==> src/rtl/cpu_pkg.sv <==
// Shared CPU definitions: instruction word field positions, mode/op-type encodings and
// the fetch FSM state type. Optional macro: FETCH_ILLEGAL_TRAP_EN adds the StTrap state.
package cpu_pkg;

  // Instruction word field positions
  localparam int unsigned BC_MSB   = 15;
  localparam int unsigned BC_LSB   = 14;
  localparam int unsigned MODE_MSB = 13;
  localparam int unsigned MODE_LSB = 12;
  localparam int unsigned OT_MSB   = 11;
  localparam int unsigned OT_LSB   = 10;
  localparam int unsigned OP1_MSB  = 9;
  localparam int unsigned OP1_LSB  = 7;
  localparam int unsigned OP2_MSB  = 6;
  localparam int unsigned OP2_LSB  = 4;
  localparam int unsigned OPC_MSB  = 3;
  localparam int unsigned OPC_LSB  = 0;

  // Addressing modes
  localparam logic [1:0] MODE_REG = 2'b00;
  localparam logic [1:0] MODE_IMM = 2'b01;
  localparam logic [1:0] MODE_DIR = 2'b10;
  localparam logic [1:0] MODE_RSV = 2'b11;

  // Op type reserved for illegal instructions
  localparam logic [1:0] OT_ILLEGAL = 2'b11;

  typedef enum logic [2:0] {
    StF1,
    StW1,
    StW2,
`ifdef FETCH_ILLEGAL_TRAP_EN
    StTrap,
`endif
    StHold
  } fetch_state_e;

endpackage

==> src/rtl/ins_len_decode.sv <==
// Combinational instruction length / legality decode of a fetched instruction word.
module ins_len_decode
  import cpu_pkg::*;
(
  input  logic [15:0] word_i,
  output logic        two_word_o,
  output logic        illegal_o
);

  logic [1:0] mode;
  logic [1:0] op_type;

  assign mode    = word_i[MODE_MSB:MODE_LSB];
  assign op_type = word_i[OT_MSB:OT_LSB];

  // Immediate and direct modes carry an extension word
  assign two_word_o = (mode == MODE_IMM) || (mode == MODE_DIR);
  assign illegal_o  = (op_type == OT_ILLEGAL) || (mode == MODE_RSV);

  // Remaining fields are decoded downstream
  logic unused_word;
  assign unused_word = ^{word_i[BC_MSB:BC_LSB], word_i[OP1_MSB:OPC_LSB]};

endmodule

==> src/rtl/ins_fetch.sv <==
// Instruction fetch stage: owns the PC, reads the synchronous program ROM, assembles one- or
// two-word instructions and presents them to the decoder over valid/ready.
// Optional macro: FETCH_ILLEGAL_TRAP_EN (trap on illegal words, raises fetch_illegal).
module ins_fetch
  import cpu_pkg::*;
#(
  parameter int unsigned       ADDR_W   = 16,
  parameter int unsigned       DATA_W   = 16,
  parameter logic [ADDR_W-1:0] RESET_PC = '0
) (
  input  logic              clk,
  input  logic              rst_n,
  input  logic              en,
  output logic [ADDR_W-1:0] rom_addr,
  input  logic [DATA_W-1:0] rom_data,
  input  logic              pc_load,
  input  logic [ADDR_W-1:0] pc_load_addr,
  output logic              fetch_valid,
  input  logic              fetch_ready,
  output logic [DATA_W-1:0] fetch_ins,
  output logic [DATA_W-1:0] fetch_ext,
  output logic              fetch_two_word,
  output logic [ADDR_W-1:0] fetch_pc,
  output logic              fetch_illegal
);

  fetch_state_e      state_d, state_q;
  logic [ADDR_W-1:0] pc_d, pc_q;
  logic              valid_d, valid_q;
  logic [DATA_W-1:0] ins_d, ins_q;
  logic [DATA_W-1:0] ext_d, ext_q;
  logic              two_d, two_q;
  logic [ADDR_W-1:0] fpc_d, fpc_q;
  logic              ill_d, ill_q;
  logic              dec_two_word;
  logic              dec_illegal;

  ins_len_decode u_len_decode (
    .word_i     (rom_data),
    .two_word_o (dec_two_word),
    .illegal_o  (dec_illegal)
  );

  // Next-state logic; a redirect overrides everything and drops any partial instruction
  always_comb begin
    state_d = state_q;
    pc_d    = pc_q;
    valid_d = valid_q;
    ins_d   = ins_q;
    ext_d   = ext_q;
    two_d   = two_q;
    fpc_d   = fpc_q;
    ill_d   = ill_q;
    if (pc_load) begin
      state_d = StF1;
      pc_d    = pc_load_addr;
      valid_d = 1'b0;
      ill_d   = 1'b0;
    end else begin
      unique case (state_q)
        StF1: begin
          if (en) begin
            pc_d    = pc_q + ADDR_W'(1);
            state_d = StW1;
          end
        end
        StW1: begin
          // The PC already points past the word now on rom_data
          ins_d = rom_data;
          fpc_d = pc_q - ADDR_W'(1);
`ifdef FETCH_ILLEGAL_TRAP_EN
          if (dec_illegal) begin
            ill_d   = 1'b1;
            state_d = StTrap;
          end else
`endif
          if (dec_two_word) begin
            pc_d    = pc_q + ADDR_W'(1);
            state_d = StW2;
          end else begin
            ext_d   = '0;
            two_d   = 1'b0;
            valid_d = 1'b1;
            state_d = StHold;
          end
        end
        StW2: begin
          ext_d   = rom_data;
          two_d   = 1'b1;
          valid_d = 1'b1;
          state_d = StHold;
        end
        StHold: begin
          if (fetch_ready) begin
            valid_d = 1'b0;
            state_d = StF1;
          end
        end
`ifdef FETCH_ILLEGAL_TRAP_EN
        StTrap: begin
          // PC frozen; only a redirect or reset leaves this state
          state_d = StTrap;
        end
`endif
        default: state_d = StF1;
      endcase
    end
  end

  // State and registered outputs
  always_ff @(posedge clk or negedge rst_n) begin
    if (!rst_n) begin
      state_q <= StF1;
      pc_q    <= RESET_PC;
      valid_q <= 1'b0;
      ins_q   <= '0;
      ext_q   <= '0;
      two_q   <= 1'b0;
      fpc_q   <= '0;
      ill_q   <= 1'b0;
    end else begin
      state_q <= state_d;
      pc_q    <= pc_d;
      valid_q <= valid_d;
      ins_q   <= ins_d;
      ext_q   <= ext_d;
      two_q   <= two_d;
      fpc_q   <= fpc_d;
      ill_q   <= ill_d;
    end
  end

  assign rom_addr       = pc_q;
  assign fetch_valid    = valid_q;
  assign fetch_ins      = ins_q;
  assign fetch_ext      = ext_q;
  assign fetch_two_word = two_q;
  assign fetch_pc       = fpc_q;

`ifdef FETCH_ILLEGAL_TRAP_EN
  assign fetch_illegal = ill_q;
`else
  assign fetch_illegal = 1'b0;
  logic unused_trap;
  assign unused_trap = ^{dec_illegal, ill_q};
`endif

endmodule

==> config.mk <==
export PLATFORM = sky130hd
export DESIGN_NAME = ins_fetch
export DESIGN_NICKNAME = d
export VERILOG_FILES = /design/src/rtl/cpu_pkg.sv /design/src/rtl/ins_len_decode.sv /design/src/rtl/ins_fetch.sv
export SDC_FILE = /design/constraint.sdc
export NUM_CORES = 1
export LEC_CHECK = 0
export ABC_AREA = 1
export ABC_CLOCK_PERIOD_IN_PS = 2900
export CAP_MARGIN = 10
export CORE_ASPECT_RATIO = 2
export CORE_MARGIN = 1
export CORE_UTILIZATION = 40
export CTS_BUF_LIST = sky130_fd_sc_hd__clkbuf_8
export DETAILED_ROUTE_END_ITERATION = 7
export HOLD_SLACK_MARGIN = 0.03
export PLACE_DENSITY = 0.69
export SETUP_SLACK_MARGIN = 0.15
export SLEW_MARGIN = 20
export SYNTH_ARGS = -nofsm -noshare
export SYNTH_HDL_FRONTEND = slang
export SYNTH_SLANG_ARGS = --single-unit
==> constraint.sdc <==
create_clock -name clk -period 2.9 [get_ports clk]
set_input_delay 0.58 -clock clk [delete_from_list [all_inputs] [get_ports clk]]
set_output_delay 0.58 -clock clk [all_outputs]
set_load 0.05 [all_outputs]
; Yosys cells after proc, flatten, opt, wreduce, memory -nomap -nowiden
; Index checks and enable logic that the tools add are counted.
[classes]
add_sub_neg = 2
n_eq_ne = 10
n_mux = 17
bitwise_logic = 1
n_reduce_logical = 10
[op_table]
columns = cell, n
row1 = $mux 16, 4
row2 = $pmux 16 s2, 2
row3 = $add 16x1->16 const B, 1
row4 = $sub 16x1->16 const B, 1
row5 = $ne 3x3->1 const B, 4
row6 = $pmux 3 s4, 1
row7 = $mux 3, 3
row8 = $reduce_and 3->1, 3
row9 = $eq 3x2->1 const B, 2
row10 = $mux 1, 5
row11 = $reduce_and 2->1, 2
row12 = $reduce_bool 4->1, 1
row13 = $eq 3x1->1 const B, 1
row14 = $logic_not 3->1, 1
row15 = $pmux 1 s3, 1
row16 = $reduce_bool 3->1, 1
row17 = $eq 2x1->1 const B, 1
row18 = $eq 2x2->1 const B, 1
row19 = $ne 2x2->1 const B, 1
row20 = $pmux 1 s2, 1
row21 = $reduce_bool 2->1, 1
row22 = $logic_or 1x1->1, 1
row23 = $not 1->1, 1
[totals]
register_bits = 69
input_bits = 37
out_inout_bits = 67
wordCells = 47

; Logic depth before layout (Yosys ltp)
[logic_depth]
depth_word = 5
ltp_mapped = 10
ltp_nobuf = 10

; Cells and area by module
; A second synthesis with hierarchy kept.
[hier_totals]
cells_unflattened = 475
hier_area_um2 = 3598.5
[by_module_without_submodules]
columns = module, instances, cells_per_inst, area_per_inst_um2, seq_area_each_um2
row1 = ins_fetch, 1, 471, 3574.7, 1701.6
row2 = ins_len_decode, 1, 4, 23.8, 0.0

; Worst setup path after synthesis
; OpenSTA, ideal clock, no wires.
[synth_timing]
kind = register to register
start = register pc_q[0], in the netlist rom_addr[0]
end = register pc_q[10], in the netlist rom_addr[10]
setup_ns = 0.077
arrival_time_ns = 1.582
setup_slack_ns = 1.242
stages_incl_launch_ff = 7
n_path_buf = 0
synth_period_minus_slack_ns = 1.658
cell_sequence = dfrtp_1 ha_1 nand3_2 nor2_4 nand2_1 xor2_1 o21ai_1
[synth_via]
elab_chain_len = 4
elab_cells_between_ends = 5
classes_between = add/sub: 1 / mux: 4
[synth_lines]
columns = item, line
row1 = "start, declared", ins_fetch.sv:28  ; logic [ADDR_W-1:0] pc_d, pc_q;
row2 = "start signal, assigned", ins_fetch.sv:123  ; pc_q <= pc_d;
row3 = $add 16x1->16 (*), "ins_fetch.sv:63, ins_fetch.sv:78"
row4 = $mux 16 (on tied branches), "ins_fetch.sv:77, ins_fetch.sv:62"
row5 = $pmux 16 s2 (*), ins_fetch.sv:60  ; unique case (state_q)
row6 = $mux 16 (*), ins_fetch.sv:54  ; if (pc_load) begin
; Every way passes the cells marked *; elsewhere a longest branch is shown, timed or not. The select of a mux whose other input is x is not followed.
; A chain may end at the register's enable or synchronous reset.

; Worst setup path after layout
[layout_timing]
start = register pc_q[6], in the netlist rom_addr[6]
end = output rom_addr[6]
[layout_rtl]
columns = item, line
row1 = "end, declared", ins_fetch.sv:14  ; output logic [ADDR_W-1:0] rom_addr,
; No word-level cell between the ends.

==> out/metrics.json <==
{
  "outcome": {
    "run_status": "complete, no violations"
  },
  "cts": {
    "cts_buffers": 9,
    "cts_resized": 0,
    "tritoncts_num_sinks": 68,
    "tritoncts": "done",
    "cts_root_buffer": "clkbuf_8",
    "htree_levels": 3,
    "clk_transition_reported_paths_ns": 0.08,
    "clk_path_buf_depth": 2,
    "worstSkewPairLatency_ns": 0.35,
    "postCtsSetupBuffers": 0,
    "cts_hold_buffers": 0
  },
  "timing": {
    "min_period_over_period": 0.828,
    "timing_worst_slew_pin_value_ns": 0.522,
    "post-route-worst-setup-slack_ns": 0.499,
    "final_critical_period_ns": 2.40,
    "fmax_mhz": 416,
    "finalHoldViolCount": 0,
    "post_route_setup_tns_ns": 0,
    "grt_setup_unrepaired": "no",
    "clock_skew_ns": 0.00860,
    "setup_viol": 0,
    "relSlewSlack": 0.651,
    "drv_slew": 0
  },
  "cells_and_area": {
    "area.growth.synth_to_final_pct": 37.7,
    "layout.cells.most_common": "nand2_1",
    "final_cell_area_mm2": 0.00486,
    "design.final.nets": 597,
    "number_of_fill_cells_in_the_layout": 851,
    "layout_common_cells": "148 x nand2_1, 101 x clkdlybuf4s50_1, 68 x dfrtp_1",
    "inserted_diodes": 0,
    "final_layout_size_suffix_gt1_frac": 0.0698
  },
  "placement": {
    "gpl.final_weighted_congestion": 0.945,
    "hpwl_um": 7380,
    "place.port_buffers": 102,
    "preCtsSetupSlack_ns": 0.752,
    "placement.cell_area_mm2": 0.00461
  },
  "drt": {
    "antenna_left": 0,
    "drt_drc_violations_left": 0,
    "detail_route.wirelength_um": 9580,
    "vias": 3303,
    "wire_per_inst_um": 14.5,
    "drt_pre_antenna_iters": 4,
    "detailedRoute.firstIterationViolations": 215,
    "via_per_inst": 5.01
  },
  "floorplan": {
    "die_h_um": 135,
    "io_pins": 104,
    "initial_core_util": 0.411,
    "die-area_mm2": 0.00922,
    "die_w_um": 68.4,
    "core-area_mm2": 0.00859,
    "fp-row-count": 48
  },
  "worst_setup_path": {
    "cp-start-kind": "flip-flop",
    "worstSetupPathType": "flip-flop to output pin",
    "regToRegSetupSlack_ns": 1.11,
    "path_buf_inv": 1,
    "cp_slowest_cell": "clkdlybuf4s50_1",
    "crit_family": "buffers and inverters",
    "crit_required_ns": 2.32,
    "ordered_list_of_cells_on_the_worst_path": "clkdlybuf4s50_1",
    "regToRegStartpoint": "state_q[0]$_DFFE_PN0P_",
    "timing.critical_path.slowest_cell_delay_ns": 0.88,
    "critical_path.max_fanout": 9,
    "crit-reg2reg-capture": "rom_addr[15]$_DFFE_PN0P_",
    "reg2regPathDepth": 9,
    "critical_path_cell_count": 1,
    "arrival_ns": 1.82,
    "cp-end-kind": "output pin"
  },
  "power_and_ir_drop": {
    "cellLeakagePower_nw": 2.27,
    "peakVddDrop_mv": 0.551,
    "power_per_cell_area_mw_per_mm2": 1320
  },
  "synthesis": {
    "syn-cell-area_mm2": 0.00353,
    "syn-mean-instance-area_um2": 7.77,
    "yosysWarnings": 0,
    "synth.ff_latch_count": 68,
    "synth_fp_nets": 497,
    "ys_seq_area_frac": 0.482,
    "synth.lib_cells_used.distinct": 27,
    "postSynthCellCount": 454
  },
  "global_route": {
    "grt_pass1_wl_um": 15500,
    "number_of_antenna_violations_at_the_first_check_in_global_routing": 0,
    "grt_pass1_vias": 3254,
    "grt_start_max_net_pins": 36,
    "overflow": 0,
    "gr-usage-all-layers": 0.225
  },
  "hold_path": {
    "class_of_the_tightest_hold_or_removal_check": "input pin to async pin"
  },
  "flow_run": {
    "drv.max_cap_violation_count": 0
  }
}
==> registers in the layout, summed over array words and instances, names as in the netlist <==
signal	count
fetch_two_word	1
fetch_valid	1
fetch_ins	16
state_q	2
fetch_ext	16
fetch_pc	16
rom_addr	16
==> power by group <==
group / switching [mW] / leakage [nW] / total, mW / internal (mW)
Combinational: 2.50 / 1.30 / 3.65 / 1.15
Sequential: 0.414 / 0.854 / 1.78 / 1.37
Clock: 0.374 / 0.122 / 0.969 / 0.595
==> area by class of cell <==
| class | instances | area [um2] | share of cell area |
|---|---|---|---|
| sequential | 68 | 1700 | 0.350 |
| multi-input combinational | 320 | 1550 | 0.319 |
| timing repair buffer | 107 | 1050 | 0.217 |
| inverter | 48 | 180 | 0.0371 |
| clock buffer | 10 | 138 | 0.0283 |
| tap | 100 | 125 | 0.0258 |
| clock inverter | 6 | 111 | 0.0229 |
==> through the flow <==
| step | hold WS, ns | utilization | power [mW] | std cells |
|---|---|---|---|---|
| 6_report | 0.134 | 0.566 | 6.40 | 659 |
| 5_1_grt | 0.152 | 0.566 | 6.79 | 659 |
| 4_1_cts | 0.127 | 0.566 | 6.44 | 659 |
| 3_5_place_dp | 0.472 | 0.537 | 5.45 | 643 |
| 3_3_place_gp | 0.465 | 0.537 | 5.40 | 643 |
| 2_1_floorplan | 0.284 | - | 4.22 | 454 |
==> worst reg2reg max path, delay by kind of cell (launching register included) <==
| kind | cells | cell delay, ns |
|---|---|---|
| compound gates | 1 | 0.19 |
| simple gates | 4 | 0.53 |
| flops | 1 | 0.38 |
| buf+inv | 3 | 0.42 |
| fa+ha+maj | 1 | 0.21 |
==> cells by family (layout without fill, tap and decap cells) <==
| family | after synthesis | after routing | synth area share |
|---|---|---|---|
| buf+inv | 66 | 171 | 0.0784 |
| xor+xnor | 10 | 10 | 0.0248 |
| fa+ha+maj | 6 | 6 | 0.0213 |
| flops | 68 | 68 | 0.482 |
| other cells | 1 | 1 | 0.00106 |
| compound gates | 55 | 55 | 0.0876 |
| simple gates | 248 | 248 | 0.304 |
==> synth_stat cells <==
cell type,n,area share
xor2_1,8,0.020
buf_6,1,0.0032
clkbuf_2,1,0.0014
buf_4,3,0.0064
nand2_2,1,0.0018
a31oi_1,3,0.0053
dfrtp_1,68,0.48
inv_1,45,0.048
nor3_1,4,0.0057
inv_2,3,0.0032
xnor2_1,2,0.0050
buf_2,7,0.0099
nand2_1,148,0.16
clkbuf_1,6,0.0064
ha_1,6,0.021
o21ai_0,41,0.058
nor2_1,32,0.034
conb_1,1,0.0011
nor2_2,3,0.0053
a21oi_1,2,0.0028
nand3_2,5,0.014
a21oi_4,2,0.0092
nand4_1,7,0.012
nor2_4,3,0.0096
nand3_1,45,0.064
o211ai_1,3,0.0064
o21ai_1,4,0.0057
==> metal layers <==
metal	track usage	wire length (um)
met1	0.239	3510
met2	0.404	5310
met3	0.0313	425
met5	0	0
met4	0.118	328
==> worst max path at each step <==
| stage | from | end |
|---|---|---|
| after floorplan | rom_addr[0]$_DFFE_PN0P_ | rom_addr[10]$_DFFE_PN0P_ |
| after global placement | rom_data[12] | rom_addr[11]$_DFFE_PN0P_ |
| after detailed placement | rom_data[12] | rom_addr[11]$_DFFE_PN0P_ |
| after CTS | rom_addr[6]$_DFFE_PN0P_ | rom_addr[6] |
| after global routing | rom_addr[6]$_DFFE_PN0P_ | rom_addr[6] |
| final | rom_addr[6]$_DFFE_PN0P_ | rom_addr[6] |
(Power assumes the default switching activity.)
==> edit 1: new RTL, same settings <==
The 4 states of `fetch_state_e` get a one-hot encoding in 4 bits.
--- a/src/rtl/cpu_pkg.sv
+++ b/src/rtl/cpu_pkg.sv
@@ -25,14 +25,14 @@
   // Op type reserved for illegal instructions
   localparam logic [1:0] OT_ILLEGAL = 2'b11;
 
-  typedef enum logic [2:0] {
-    StF1,
-    StW1,
-    StW2,
+  typedef enum logic [3:0] {
+    StF1   = 4'b0001,
+    StW1   = 4'b0010,
+    StW2   = 4'b0100,
 `ifdef FETCH_ILLEGAL_TRAP_EN
     StTrap,
 `endif
-    StHold
+    StHold = 4'b1000
   } fetch_state_e;
 
 endpackage
Formal check against the unedited RTL: no difference found for any inputs over 4 cycles, from zero or initial values and one cycle with rst_n low; so few cycles prove little.
==> edit 1 against the unedited design <==
Total power is 19% lower; register-to-register slack got worse by 0.04 ns; combinational power shrank 27%; final cell count up 7.4%; area after synthesis increased by 4.0%; worst setup slack improved by 0.031 ns; routed wire length is 0.54% lower; global-route usage is 1.4 points lower; sequential cell count grew 2; clock skew increased by 0.0015 ns; cell area up 1.8%; worst hold slack improved by 0.28 ns; utilization shrank 1.3 points.
==> edit 1: results <==
status:
  status: "complete, no violations"
logic_synthesis:
  synth_fp_nets: 546
  ys_types: 28
  synth_fa_ha_area_frac: 0.00682
  ys_top_cells_by_count: "216 x nand2_1, 69 x dfrtp_1, 52 x nor2_1"
  synth_xor_area_frac: 0.0143
  synth_compound_area_frac: 0.0628
finish:
  multi_input_area_um2: 1670
  drive_gt1_frac: 0.0545
  sh_seq_area: 0.354
  finish.utilization: 0.553
  inverters_excl_clock: 32
  buf_share: 0.213
sta:
  finClkSkew_ns: 0.0101
  slew_headroom: 0.421
  period_share: 0.818
place:
  dpl_cell_area_um2: 4730
  preCtsSetupSlack_ns: 0.616
  dp.cells: 692
  detailed_place_hpwl_mm: 7.02
  gp_congestion: 0.884
drt:
  wl_mm: 9.53
  wl_met3_um: 377
  wl_met2_mm: 5.13
worst_setup_path:
  regToRegSetupSlack_ns: 1.07
  critPathMaxFanout: 11
pwr:
  ir_worst_vdd_mv: 0.580
grt:
  grt_start_max_net_pins: 71
  grt_pass1_wl_mm: 15.9
  grtUsageMet3: 0.0351
  grt_pass1_vias: 3377
  grtUsageMet2: 0.378
floorplan:
  taps: 102
[edit 1: cell count changes after synthesis, moves of 3 or more]
| cell | delta |
|---|---|
| nor3_1 | -3 |
| nor2_1 | +20 |
| o21ai_1 | +17 |
| a31oi_1 | -3 |
| nand2_1 | +68 |
| nand3_1 | -4 |
| inv_1 | -15 |
| ha_1 | -4 |
| o21ai_0 | -23 |
| buf_2 | +11 |
[edit 1: final timing paths]
| check | cells past startpoint | start | endpoint |
|---|---|---|---|
| hold / removal | 2 | rst_n | fetch_ins[2] |
| max in group asynchronous | 2 | rst_n | fetch_ins[1] |
| setup / recovery | 1 | rom_addr[2] | rom_addr[2] |
| min in group clk | 2 | fetch_ins[1] | fetch_ins[1] |
| setup reg to reg | 5 | state_q[1] | fetch_ext[2] |
| hold reg to reg | 2 | fetch_ins[1] | fetch_ins[1] |
==> edit 2: new RTL, same flow settings <==
Without the edit above. The parameter `ADDR_W` goes from 16 to 18.
--- a/src/rtl/ins_fetch.sv
+++ b/src/rtl/ins_fetch.sv
@@ -4,7 +4,7 @@
 module ins_fetch
   import cpu_pkg::*;
 #(
-  parameter int unsigned       ADDR_W   = 16,
+  parameter int unsigned       ADDR_W   = 18,
   parameter int unsigned       DATA_W   = 16,
   parameter logic [ADDR_W-1:0] RESET_PC = '0
 ) (
Ports: changed (resized fetch_pc, pc_load_addr and rom_addr); port bits go from 104 to 110. The function was not compared with the original's and may differ.
==> edit 2 against the unedited design <==
The flow now finishes with violations (design-rule violations); worst setup slack improved by 0.0069 ns; clock power decreased by 6.6%; area after synthesis up 8.9%; routed wire length rose by 8.5%; combinational power increased by 9.3%; total power up 7.3%; cell area up 7.2%; sequential cell count is 4 higher; critical path type unchanged; final cell count is 10% higher; count of clock-buffer cells in the layout did not move.
==> edit 2: results <==
finish:
  fin_nets: 664
  drive_gt1_frac: 0.0641
  layout.cells.non_filler: 728
sta:
  finClkSkew_ns: 0.0119
  worst_pin_slew_ns: 0.629
  fin_crit_ns: 2.39
logic_synthesis:
  ys.flop_type: "dfrtp_1"
  synth_fa_ha_area_frac: 0.0195
  synth_fp_nets: 561
  ys_types: 26
  avgSynthCellArea_um2: 7.44
  synth_xor_area_frac: 0.0251
  seq_area_frac_synth: 0.469
worst_setup_path:
  arrival_ns: 1.81
  r2r_cells: 9
  rr_endpoint: "rom_addr[1]"
  crit_start: "rom_addr[5]"
  regToRegSetupSlack_ns: 1.09
  critPathMaxFanout: 8
place:
  dpl_cell_area_um2: 4980
  dp.cells: 712
  preCtsSetupSlack_ns: 0.487
  gp_congestion: 0.947
  detailed_place_hpwl_mm: 7.95
drt:
  drt_first_pass_iters: 7
  drt_iter0_markers: 198
  drc: 8
grt:
  grt_pass1_wl_mm: 17.2
  grt_start_max_net_pins: 40
  grt_usage: 0.223
  grt_pass1_vias: 3580
status:
  violations: "design-rule violations"
  status: "finished, violations left"
pwr:
  ir_worst_vdd_mv: 0.556
==> edit 2: cell count changes in the layout (fill, tap and decap cells not counted), sizes merged, moves of 6 or more <==
cell,unedited run,this run
nor2,38,72
nand2,149,177
nand3,50,39
o21ai,45,52
clkdlybuf4s50,101,107
==> edit 2: worst min path at each step <==
| stage | start | end | slack, ns | cells past startpoint |
|---|---|---|---|---|
| floorplan | rst_n | fetch_ext[0] | 0.28 | 0 |
| CTS | rst_n | rom_addr[14] | 0.24 | 1 |
| finish | rst_n | rom_addr[14] | 0.24 | 1 |
| global route | rst_n | rom_addr[8] | 0.25 | 1 |
| detailed placement | fetch_ins[14] | fetch_ins[14] | 0.47 | 2 |
| global placement | fetch_ins[13] | fetch_ins[13] | 0.47 | 2 |
==> edit 2: kinds of logic (layout without fill, tap and decap cells) <==
kind of cell	after synthesis	count (layout)
AO/OA/AOI/OAI	63	63
AND/OR/NAND/NOR	297	297
adder cells (fa/ha/maj)	6	6
flip-flops	72	72
XOR/XNOR	11	11
other	1	1
buffers and inverters	66	174
==> edit 2: cell type report <==
cell class                      count  area, um^2
Fill cell                         891        4110
Sequential cell                    72        1800
Multi-Input combinational cell    378        1750
Timing Repair Buffer              114        1130
Inverter                           44         165
Clock buffer                       10         138
Tap cell                          104         130
Clock inverter                      6        91.3
==> edit 2: layer usage <==
metal	track usage	wire, um	part of all wire
met1	0.241	3870	0.37
met2	0.403	5820	0.56
met3	0.0422	382	0.037
met4	0.116	319	0.031
met5	0	0	0
==> edit 2: where the power goes <==
part	leakage (nW)	internal, mW	switching (mW)
logic	1.42	1.27	2.72
clock network	0.105	0.510	0.395
registers	0.897	1.46	0.515
total	2.42	3.24	3.63
